**config.mk**
```make
export PLATFORM = sky130hd
export DESIGN_NAME = vga_timing_generator
export DESIGN_NICKNAME = d
export VERILOG_FILES = /design/src/rtl/vga_timing_pkg.sv /design/src/rtl/vga_timing_generator_delay.sv /design/src/rtl/vga_timing_generator.sv
export SDC_FILE = /design/constraint.sdc
export NUM_CORES = 1
export LEC_CHECK = 0
export CAP_MARGIN = 0
export CELL_PAD_IN_SITES_DETAIL_PLACEMENT = 2
export CELL_PAD_IN_SITES_GLOBAL_PLACEMENT = 2
export CORE_UTILIZATION = 30
export CTS_CLUSTER_DIAMETER = 100
export CTS_CLUSTER_SIZE = 14
export DETAILED_ROUTE_END_ITERATION = 10
export GPL_ROUTABILITY_DRIVEN = 1
export PLACE_DENSITY = 0.79
export SLEW_MARGIN = 5
export SYNTH_ARGS = -nofsm -noshare
export SYNTH_HDL_FRONTEND = slang
export SYNTH_SLANG_ARGS = --single-unit
```
**constraint.sdc**
```tcl
create_clock -name clkDiv -period 6.1 [get_ports clkDiv]
set_input_delay 1.22 -clock clkDiv [delete_from_list [all_inputs] [get_ports clkDiv]]
set_output_delay 1.22 -clock clkDiv [all_outputs]
set_load 0.005 [all_outputs]
```
**src/rtl/vga_timing_pkg.sv**
```systemverilog
// Shared VGA timing constants, the porch/sync bundle type and the counter-width check
// used by the raster generator.
package vga_timing_pkg;

  localparam int unsigned DEF_H_ACTIVE = 640;
  localparam int unsigned DEF_H_FRONT  = 16;
  localparam int unsigned DEF_H_SYNC   = 96;
  localparam int unsigned DEF_H_BACK   = 48;
  localparam int unsigned DEF_V_ACTIVE = 480;
  localparam int unsigned DEF_V_FRONT  = 10;
  localparam int unsigned DEF_V_SYNC   = 2;
  localparam int unsigned DEF_V_BACK   = 33;

  typedef struct packed {
    int unsigned hActive;
    int unsigned hFront;
    int unsigned hSync;
    int unsigned hBack;
    int unsigned vActive;
    int unsigned vFront;
    int unsigned vSync;
    int unsigned vBack;
  } vga_timing_t;

  function automatic int unsigned hTotal(vga_timing_t t);
    return t.hActive + t.hFront + t.hSync + t.hBack;
  endfunction

  function automatic int unsigned vTotal(vga_timing_t t);
    return t.vActive + t.vFront + t.vSync + t.vBack;
  endfunction

  // A counter of `width` bits can hold 0..total-1.
  function automatic bit fitsWidth(int unsigned total, int width);
    return (total > 0) && ($clog2(total) <= width);
  endfunction

endpackage

```
**src/rtl/vga_timing_generator_delay.sv**
```systemverilog
// Enable-gated shift register; every stage loads RST_VAL on reset.
module vga_delay_line #(
  parameter int                 DEPTH   = 0,
  parameter int                 WIDTH   = 1,
  parameter logic [WIDTH-1:0]   RST_VAL = '0
) (
  input  logic             clk,
  input  logic             rst,
  input  logic             en,
  input  logic [WIDTH-1:0] din,
  output logic [WIDTH-1:0] dout
);

  if (DEPTH == 0) begin : gWire
    logic unusedCtl;
    assign unusedCtl = ^{clk, rst, en};
    assign dout = din;
  end else begin : gShift
    logic [WIDTH-1:0] stage [DEPTH];

    always_ff @(posedge clk) begin
      if (rst) begin
        for (int i = 0; i < DEPTH; i++) stage[i] <= RST_VAL;
      end else if (en) begin
        stage[0] <= din;
        for (int i = 1; i < DEPTH; i++) stage[i] <= stage[i-1];
      end
    end

    assign dout = stage[DEPTH-1];
  end

endmodule

```
**src/rtl/vga_timing_generator.sv**
```systemverilog
// Parametrised VGA raster generator: pixel counters, registered sync/active decode
// and an enable-gated delay line that aligns sync with a downstream pixel pipeline.
module vga_timing_generator
  import vga_timing_pkg::*;
#(
  parameter int unsigned H_ACTIVE   = DEF_H_ACTIVE,
  parameter int unsigned H_FRONT    = DEF_H_FRONT,
  parameter int unsigned H_SYNC     = DEF_H_SYNC,
  parameter int unsigned H_BACK     = DEF_H_BACK,
  parameter int unsigned V_ACTIVE   = DEF_V_ACTIVE,
  parameter int unsigned V_FRONT    = DEF_V_FRONT,
  parameter int unsigned V_SYNC     = DEF_V_SYNC,
  parameter int unsigned V_BACK     = DEF_V_BACK,
  parameter bit          H_POL      = 1'b0,
  parameter bit          V_POL      = 1'b0,
  parameter int          COL_W      = 10,
  parameter int          ROW_W      = 10,
  parameter int          PIPE_DELAY = 0
) (
  input  logic             clkDiv,
  input  logic             rst,
  input  logic             pixelEnable,
  output logic             hSync,
  output logic             vSync,
  output logic             displayActive,
  output logic [COL_W-1:0] column,
  output logic [ROW_W-1:0] row,
  output logic             lineStart,
  output logic             frameStart
);

  localparam vga_timing_t TIMING = '{
    hActive: H_ACTIVE, hFront: H_FRONT, hSync: H_SYNC, hBack: H_BACK,
    vActive: V_ACTIVE, vFront: V_FRONT, vSync: V_SYNC, vBack: V_BACK
  };

  if (!fitsWidth(hTotal(TIMING), COL_W)) begin : gColWidthErr
    $error("vga_timing_generator: H_TOTAL does not fit in COL_W bits");
  end
  if (!fitsWidth(vTotal(TIMING), ROW_W)) begin : gRowWidthErr
    $error("vga_timing_generator: V_TOTAL does not fit in ROW_W bits");
  end
  if (PIPE_DELAY < 0 || PIPE_DELAY > 15) begin : gDelayErr
    $error("vga_timing_generator: PIPE_DELAY must be within 0..15");
  end

  localparam logic [COL_W-1:0] COL_LAST = COL_W'(hTotal(TIMING) - 1);
  localparam logic [ROW_W-1:0] ROW_LAST = ROW_W'(vTotal(TIMING) - 1);
  localparam logic [COL_W-1:0] H_ACT    = COL_W'(TIMING.hActive);
  localparam logic [COL_W-1:0] HS_START = COL_W'(TIMING.hActive + TIMING.hFront);
  localparam logic [COL_W-1:0] HS_END   = COL_W'(TIMING.hActive + TIMING.hFront + TIMING.hSync);
  localparam logic [ROW_W-1:0] V_ACT    = ROW_W'(TIMING.vActive);
  localparam logic [ROW_W-1:0] VS_START = ROW_W'(TIMING.vActive + TIMING.vFront);
  localparam logic [ROW_W-1:0] VS_END   = ROW_W'(TIMING.vActive + TIMING.vFront + TIMING.vSync);

  logic [COL_W-1:0] colNext;
  logic [ROW_W-1:0] rowNext;
  logic             hLvl_p0, vLvl_p0, active_p0;
  logic [2:0]       syncBus_p1;

  always_comb begin
    colNext = (column == COL_LAST) ? '0 : column + COL_W'(1);
    rowNext = row;
    if (column == COL_LAST) rowNext = (row == ROW_LAST) ? '0 : row + ROW_W'(1);
  end

  // Stage p0: counters and decode of the position they move to, so every
  // registered flag describes the column/row presented alongside it.
  always_ff @(posedge clkDiv) begin
    if (rst) begin
      column     <= COL_LAST;
      row        <= ROW_LAST;
      hLvl_p0    <= ~H_POL;
      vLvl_p0    <= ~V_POL;
      active_p0  <= 1'b0;
      lineStart  <= 1'b0;
      frameStart <= 1'b0;
    end else if (pixelEnable) begin
      column     <= colNext;
      row        <= rowNext;
      hLvl_p0    <= (colNext >= HS_START && colNext < HS_END) ? H_POL : ~H_POL;
      vLvl_p0    <= (rowNext >= VS_START && rowNext < VS_END) ? V_POL : ~V_POL;
      active_p0  <= (colNext < H_ACT) && (rowNext < V_ACT);
      lineStart  <= (colNext == '0);
      frameStart <= (colNext == '0) && (rowNext == '0);
    end else begin
      lineStart  <= 1'b0;
      frameStart <= 1'b0;
    end
  end

  // Stage p1: optional alignment delay for the sync/active bundle.
  vga_delay_line #(
    .DEPTH   (PIPE_DELAY),
    .WIDTH   (3),
    .RST_VAL ({~H_POL, ~V_POL, 1'b0})
  ) uSyncDelay (
    .clk  (clkDiv),
    .rst  (rst),
    .en   (pixelEnable),
    .din  ({hLvl_p0, vLvl_p0, active_p0}),
    .dout (syncBus_p1)
  );

  assign {hSync, vSync, displayActive} = syncBus_p1;

endmodule

```
==> results by group, run 1 <==
STA
  – Max-slew violation count: 0
  – # setup viols final: 0
  – FMAX: approximately 320 MHz
  – Total negative setup slack: 0 ns
  – Worst Tran Pin Value: approximately 0.96 ns
  – Fin. Hold Viols: 0
  – Unrepaired setup endpoints after global routing: no
  – Worst clock skew: 0.00454 ns
  – Post-route clock period utilization: 0.514
  – Relative slew slack: 0.355
  – Minimum clock period: 3.13 ns

Yosys
  – Ys async rst share: 0
  – Syn Inst Count: 221
  – Post-synthesis simple-gate area fraction: 0.337
  – #FFs+latches synth: 25
  – Synth cell types: between 60 and 70
  – Yosys warns: 0
  – Synth Area in Compound Gates: 0.216
  – Mapped cell area: 1750 µm²
  – Sequential share of the synthesized area: 0.286
  – Syn nets: 227
  – Post-synth EDFFs: 0
  – Adder-cell share of the synthesized area: 0.0215
  – Largest family of logic cells by synthesized area: simple AND/OR/NAND/NOR gates
  – Ys flop type: dfxtp_1
  – Mux contribution to synthesized area: 0.0122
  – Average cell area after synthesis: 7.91 µm²
  – Post-synthesis share of cell area spent on xor and xnor gates: 0.0451

Worst setup path
  – CP Class: in2reg
  – Critical Path Start Type: primary input
  – Reg2reg setup slack: 3.18 ns
  – Critical path fanouts, max: 22
  – CP Capture Type: flip-flop
  – Arrival time worst endpoint: 3.32 ns
  – CP Data Required Time: 6.29 ns

Clock tree
  – CTS max path bufs: 2
  – Clk Latency, worst-skew pair: 0.27 ns
  – CTS Buf Count: 3
  – Post-CTS setup buffer count: 0
  – Post-CTS sizing: 0
  – H-tree levels: 1
  – Worst-path clk slew: 0.09 ns
  – CTS root buf: clkbuf_8
  – CTS tree: yes
  – TritonCTS Sinks: 25
  – CTS Hold Bufs: 0

Detailed routing
  – DR vias: ~1700
  – Post-route ant nets: 0
  – Starting DRC count in detailed routing: 45
  – DR WL/cell: about 17 µm
  – Drt total wl: just over 5000 µm
  – DRC: 0
  – DR pass1 iterations: 4
  – Via density: 5.59

Worst hold path
  – Hold crit path type: reg2reg

Flow run
  – Max cap viols: 0

Final layout
  – Share of cells above drive strength 1: 0.0815
  – Finished Cell Area: 2040 µm²
  – ANT cells: 0
  – Fin util: 0.366
  – Fin cells: ~310
  – Nets: 240
  – P&R area growth vs syn: 16.8%

Status
  – Status: finished, final reports clean

Floorplan
  – Chip width: 78.3 µm
  – IO Pins: 28
  – Core ar.: between 5000 and 6000 µm²
  – Die Area: 6140 µm²
  – Initial Utilization: 0.314
  – Die Y: approximately 80 µm
  – Core Rows: 27

Pwr
  – Design Power: 0.437 mW
  – Leak pwr: 0.681 nW
  – Power per cell area: 214 nW/µm²
  – VDD IR max: between 0.07 and 0.08 mV

Global route
  – GRT overflow: 0
  – Total GRT Usage: 0.181
  – First-pass GRT wire length: 8880 µm
  – Vias in the first global route: 1713
  – Largest net degree at the start of global routing: 26
  – Initial antenna violation count: 0

Place
  – Post-DP Area: approximately 2000 µm²
  – Post-DP HPWL: 3820 µm
  – Input/output buffers: 27
  – GP Congestion: 0.742
  – Dpl cells: about 300
-- registers in the layout, summed over array words and instances, names as in the netlist --
signal / count
column: 10
row: 10
active_p0: 1
frameStart: 1
hLvl_p0: 1
lineStart: 1
vLvl_p0: 1
-- power by group --
group	leakage, nW	internal, mW	switching (mW)
Sequential	0.204	0.172	0.0207
Clock	0.0228	0.0468	0.0563
Combinational	0.455	0.0633	0.0772
Total	0.681	0.283	0.154
-- path summary, 6_finish.rpt --
| path | startpoint | endpoint | depth (start not counted) |
|---|---|---|---|
| worst max register to register | column[0] | row[7] | 6 |
| worst max-delay path | pixelEnable | row[7] | 4 |
| worst min-delay path | active_p0 | active_p0 | 2 |
| worst min register to register | active_p0 | active_p0 | 2 |
-- layout by cell type, fill, tap and decap left out, types with 3 or more instances in the layout --
master	synthesis	final
ha_1	3	3
nor2b_1	4	4
nand2_1	12	12
a21oi_1	17	17
nand3_1	11	11
and3_1	5	5
a211o_1	4	4
o22ai_1	4	4
clkdlybuf4s50_1	0	27
dfxtp_1	25	25
xnor2_1	7	7
and4_1	3	3
nor2_1	19	19
nand4_1	4	4
inv_1	8	8
clkbuf_8	2	3
nor3_1	16	16
o21ai_0	13	13
-- kinds of logic (layout without fill, tap and decap cells) --
group / count (synthesis) / after routing
fa+ha+maj: 3 / 3
mux: 2 / 2
buf+inv: 27 / 39
flops: 25 / 25
compound gates: 57 / 57
simple gates: 98 / 98
xor+xnor: 9 / 9
-- through the flow --
step	setup WS, ns	hold WS, ns
finish	2.97	0.506
CTS	2.94	0.517
global route	2.75	0.552
floorplan	3.56	0.459
detailed placement	2.65	0.487
global placement	2.76	0.479
-- metal layers --
layer,GRT usage,up-vias,wire (µm)
li1,-,831,-
met1,0.231,835,2450
met2,0.323,27,2580
met3,0.0186,11,89
met4,0.0481,0,82
met5,0,-,0
-- worst max-delay path, stage by stage --
cell,delay (ns)
clkdlybuf4s50_1,0.96
nand2_1,0.40
or4_1,0.58
a21oi_1,0.15
-- cells in the mapped netlist, drive strengths merged, types with 3 or more instances --
cell type / n / area [µm²]
dfxtp: 25 / 500
nor2: 19 / 71.3
a21oi: 18 / 93.8
nor3: 16 / 80.1
o21ai: 14 / 70.1
clkbuf: 13 / 68.8
nand2: 12 / 45.0
nand3: 11 / 55.1
inv: 8 / 30.0
xnor2: 7 / 61.3
and3: 5 / 31.3
buf: 5 / 32.5
a211o: 4 / 35.0
nand4: 4 / 25.0
nor2b: 4 / 25.0
o22ai: 4 / 25.0
and4: 3 / 26.3
and4b: 3 / 31.3
ha: 3 / 37.5
nor4: 3 / 33.8
or2: 3 / 18.8
-- area by class of cell --
cell class                 count  area [µm²]
clock buffer                   4        45.0
fill                         665        3530
inverter                       8        30.0
multi-input combinational    169        1100
sequential                    25         500
tap                           72        90.1
timing repair buffer          27         270
(Power assumes the default switching activity.)
==> run 2: changes to the inputs <==
--- a/config.mk
+++ b/config.mk
@@ -8,12 +8,12 @@
 export CAP_MARGIN = 0
 export CELL_PAD_IN_SITES_DETAIL_PLACEMENT = 2
 export CELL_PAD_IN_SITES_GLOBAL_PLACEMENT = 2
-export CORE_UTILIZATION = 30
+export CORE_UTILIZATION = 28
 export CTS_CLUSTER_DIAMETER = 100
 export CTS_CLUSTER_SIZE = 14
 export DETAILED_ROUTE_END_ITERATION = 10
 export GPL_ROUTABILITY_DRIVEN = 1
-export PLACE_DENSITY = 0.79
+export PLACE_DENSITY = 0.78
 export SLEW_MARGIN = 5
 export SYNTH_ARGS = -nofsm -noshare
 export SYNTH_HDL_FRONTEND = slang
==> constraint.sdc (replaced) <==
create_clock -name clkDiv -period 2.66 [get_ports clkDiv]
set_input_delay 0.532 -clock clkDiv [delete_from_list [all_inputs] [get_ports clkDiv]]
set_output_delay 0.532 -clock clkDiv [all_outputs]
set_load 0.005 [all_outputs]
==> results by group, run 2 (synthesized netlist as in run 1, its figures left out) <==
Place
  – GP Congestion: 0.751 (was 0.742)
  – Input/output buffers: 27 (unchanged)
  – Post-DP HPWL: 4270 µm (was 3820 µm)
  – Pre-CTS WS: 0.178 ns (was 2.65 ns)
  – Dpl cells: 316 (was 301)

Worst setup path
  – Critical Path Start Type: flip-flop (was primary input)
  – CP Class: reg2reg (was in2reg)
  – Arrival time worst endpoint: 2.64 ns (was 3.32 ns)
  – CP Capture Type: flip-flop (unchanged)
  – Worst setup path endpoint: frameStart (was row[7])
  – Reg2reg setup slack: 0.22 ns (was 3.18 ns)
  – CP peak stage delay: 0.44 ns (was 0.96 ns)
  – Worst Setup SP: column[0] (was pixelEnable)
  – CP cell instances: ha_1 -> and4_1 -> buf_4 -> a21boi_0 -> o221a_1 -> or3b_4 -> nor3_1 -> nor4b_2 (was clkdlybuf4s50_1 -> nand2_1 -> or4_1 -> a21oi_1)
  – Critical path's top delay family: simple AND/OR/NAND/NOR gates (unchanged)
  – CP max stage cell: dfxtp_1 (was clkdlybuf4s50_1)
  – Critical R2R Launch: column[0] (unchanged)
  – Reg2reg path depth: 8 (was 6)
  – Reg2Reg Capture Point: frameStart (was row[7])
  – Critical path fanouts, max: 7 (was 22)
  – WP depth: 8 (was 4)
  – CP Data Required Time: 2.85 ns (was 6.29 ns)
  – WP buf/inv: 1 (unchanged)

Global route
  – Total GRT Usage: 0.184 (was 0.181)
  – First-pass GRT wire length: 9230 µm (was 8880 µm)
  – GRT overflow: 0 (unchanged)
  – Vias in the first global route: 1859 (was 1713)
  – Largest net degree at the start of global routing: 16 (was 26)
  – Initial antenna violation count: 0 (unchanged)

Floorplan
  – Die Y: 81.0 µm (was 78.3 µm)
  – IO Pins: 28 (unchanged)
  – Core ar.: 5960 µm² (was 5570 µm²)
  – Core Rows: 28 (was 27)
  – Die Area: 6560 µm² (was 6140 µm²)
  – Initial Utilization: 0.293 (was 0.314)
  – Chip width: 81.0 µm (was 78.3 µm)

Final layout
  – Nets: 252 (was 240)
  – Fin cells: 320 (was 305)
  – ANT cells: 0 (unchanged)
  – P&R area growth vs syn: 22.5% (was 16.8%)
  – Share of cells above drive strength 1: 0.139 (was 0.0815)
  – Filler cells: 712 (was 665)
  – Top Registers: column: 10 flops, row: 10 flops (unchanged)
  – Commonest non-fill, non-tap cell in the layout: clkdlybuf4s50_1 (unchanged)
  – Fin util: 0.359 (was 0.366)
  – Most frequent cells in the layout: clkdlybuf4s50_1 (27), dfxtp_1 (23), nor2_1 (19), a21oi_1 (17), nor3_1 (16) (was clkdlybuf4s50_1 (27), dfxtp_1 (25), nor2_1 (19), a21oi_1 (17), nor3_1 (16))

Clock tree
  – Post-CTS setup buffer count: 0 (unchanged)
  – Worst-path clk slew: 0.10 ns (was 0.09 ns)
  – H-tree levels: 1 (unchanged)
  – TritonCTS Sinks: 25 (unchanged)
  – CTS max path bufs: 2 (unchanged)
  – CTS root buf: clkbuf_8 (unchanged)
  – Clk Latency, worst-skew pair: 0.28 ns (was 0.27 ns)
  – CTS Buf Count: 3 (unchanged)
  – CTS Hold Bufs: 0 (unchanged)
  – CTS tree: yes (unchanged)

STA
  – Minimum clock period: 2.44 ns
  – Post-route clock period utilization: 0.919
  – Unrepaired setup endpoints after global routing: no (unchanged)
  – # setup viols final: 0 (unchanged)
  – Fin. Hold Viols: 0 (unchanged)
  – Total negative setup slack: 0 ns (unchanged)
  – Relative slew slack: 0.737 (was 0.355)
  – Max-slew violation count: 0 (unchanged)
  – Worst Tran Pin Value: 0.395 ns (was 0.964 ns)
  – FMAX: 409 MHz
  – Worst clock skew: 0.00957 ns (was 0.00454 ns)
  – Worst Slack Setup Final: 0.216 ns (was 2.97 ns)

Detailed routing
  – Post-route ant nets: 0 (unchanged)
  – Drt total wl: 5610 µm (was 5200 µm)
  – DR WL/cell: 17.5 µm (was 17.0 µm)
  – Starting DRC count in detailed routing: 38 (was 45)
  – Via density: 5.50 (was 5.59)
  – DRC: 0 (unchanged)
  – DR pass1 iterations: 4 (unchanged)
  – DR vias: 1760 (was 1704)

Pwr
  – VDD IR max: 0.232 mV (was 0.0763 mV)
  – Leak pwr: 0.741 nW (was 0.681 nW)
  – Power per cell area: 485 nW/µm² (was 214 nW/µm²)

Flow run
  – Max cap viols: 0 (unchanged)

Worst hold path
  – Hold crit path type: reg2reg (unchanged)

Status
  – Status: finished, final reports clean (unchanged)
[run 2: power breakdown]
part	leakage (nW)	internal, mW	switching (mW)	total [mW]
registers	0.205	0.396	0.0386	0.434
logic	0.514	0.168	0.193	0.361
clock network	0.0217	0.107	0.137	0.243
[run 2: through the flow]
step	hold WS, ns	area [µm²]	total power [mW]
finish	0.508	2140	1.04
global route	0.533	2140	1.11
CTS	0.510	2140	1.06
detailed placement	0.491	2090	0.806
global placement	0.479	2090	0.796
floorplan	0.459	1750	0.675
[run 2: metal layers]
layer | vias to the layer above | share of wire | wire (µm) | track usage
met5 | - | 0 | 0 | 0
met4 | 0 | 0.0032 | 18 | 0.0250
met3 | 2 | 0.023 | 128 | 0.0292
met2 | 22 | 0.53 | 2970 | 0.364
met1 | 879 | 0.44 | 2500 | 0.207
li1 | 857 | - | - | -
[run 2: tightest hold or removal path: stages, from the launching register on]
cell and delay, ns:
dfxtp_1 0.34, nand2_1 0.08, o31ai_2 0.06
[run 2: worst min path at each step]
stage                endpoint  slack, ns       from  cells after the start
finish              active_p0       0.51  active_p0                      2
global route        active_p0       0.53  active_p0                      2
CTS                 active_p0       0.51  active_p0                      2
detailed placement  active_p0       0.49  active_p0                      2
global placement    active_p0       0.48  active_p0                      2
floorplan           active_p0       0.46  active_p0                      2
[run 2: area by class of cell]
type,count,area [µm²],area share
Tap cell,75,93.8,0.0438
Clock inverter,1,7.51,0.00351
Multi-Input combinational cell,169,1100,0.516
Clock buffer,3,41.3,0.0193
Inverter,8,30.0,0.0140
Timing Repair Buffer,39,360,0.168
Sequential cell,25,503,0.235
[run 2: repair_timing]
action / CTS / global route
resized for setup: 0 / 2
setup endpoints to repair: 0 / 2
endpoints found under the hold margin: 0 / 0
==> run 3: changes to the inputs <==
--- a/config.mk
+++ b/config.mk
@@ -9,7 +9,6 @@
 export CELL_PAD_IN_SITES_DETAIL_PLACEMENT = 2
 export CELL_PAD_IN_SITES_GLOBAL_PLACEMENT = 2
 export CORE_UTILIZATION = 28
-export CTS_CLUSTER_DIAMETER = 100
 export CTS_CLUSTER_SIZE = 14
 export DETAILED_ROUTE_END_ITERATION = 10
 export GPL_ROUTABILITY_DRIVEN = 1
==> results of run 3 <==
Final layout, timing and power as in run 2 (identical DEF).
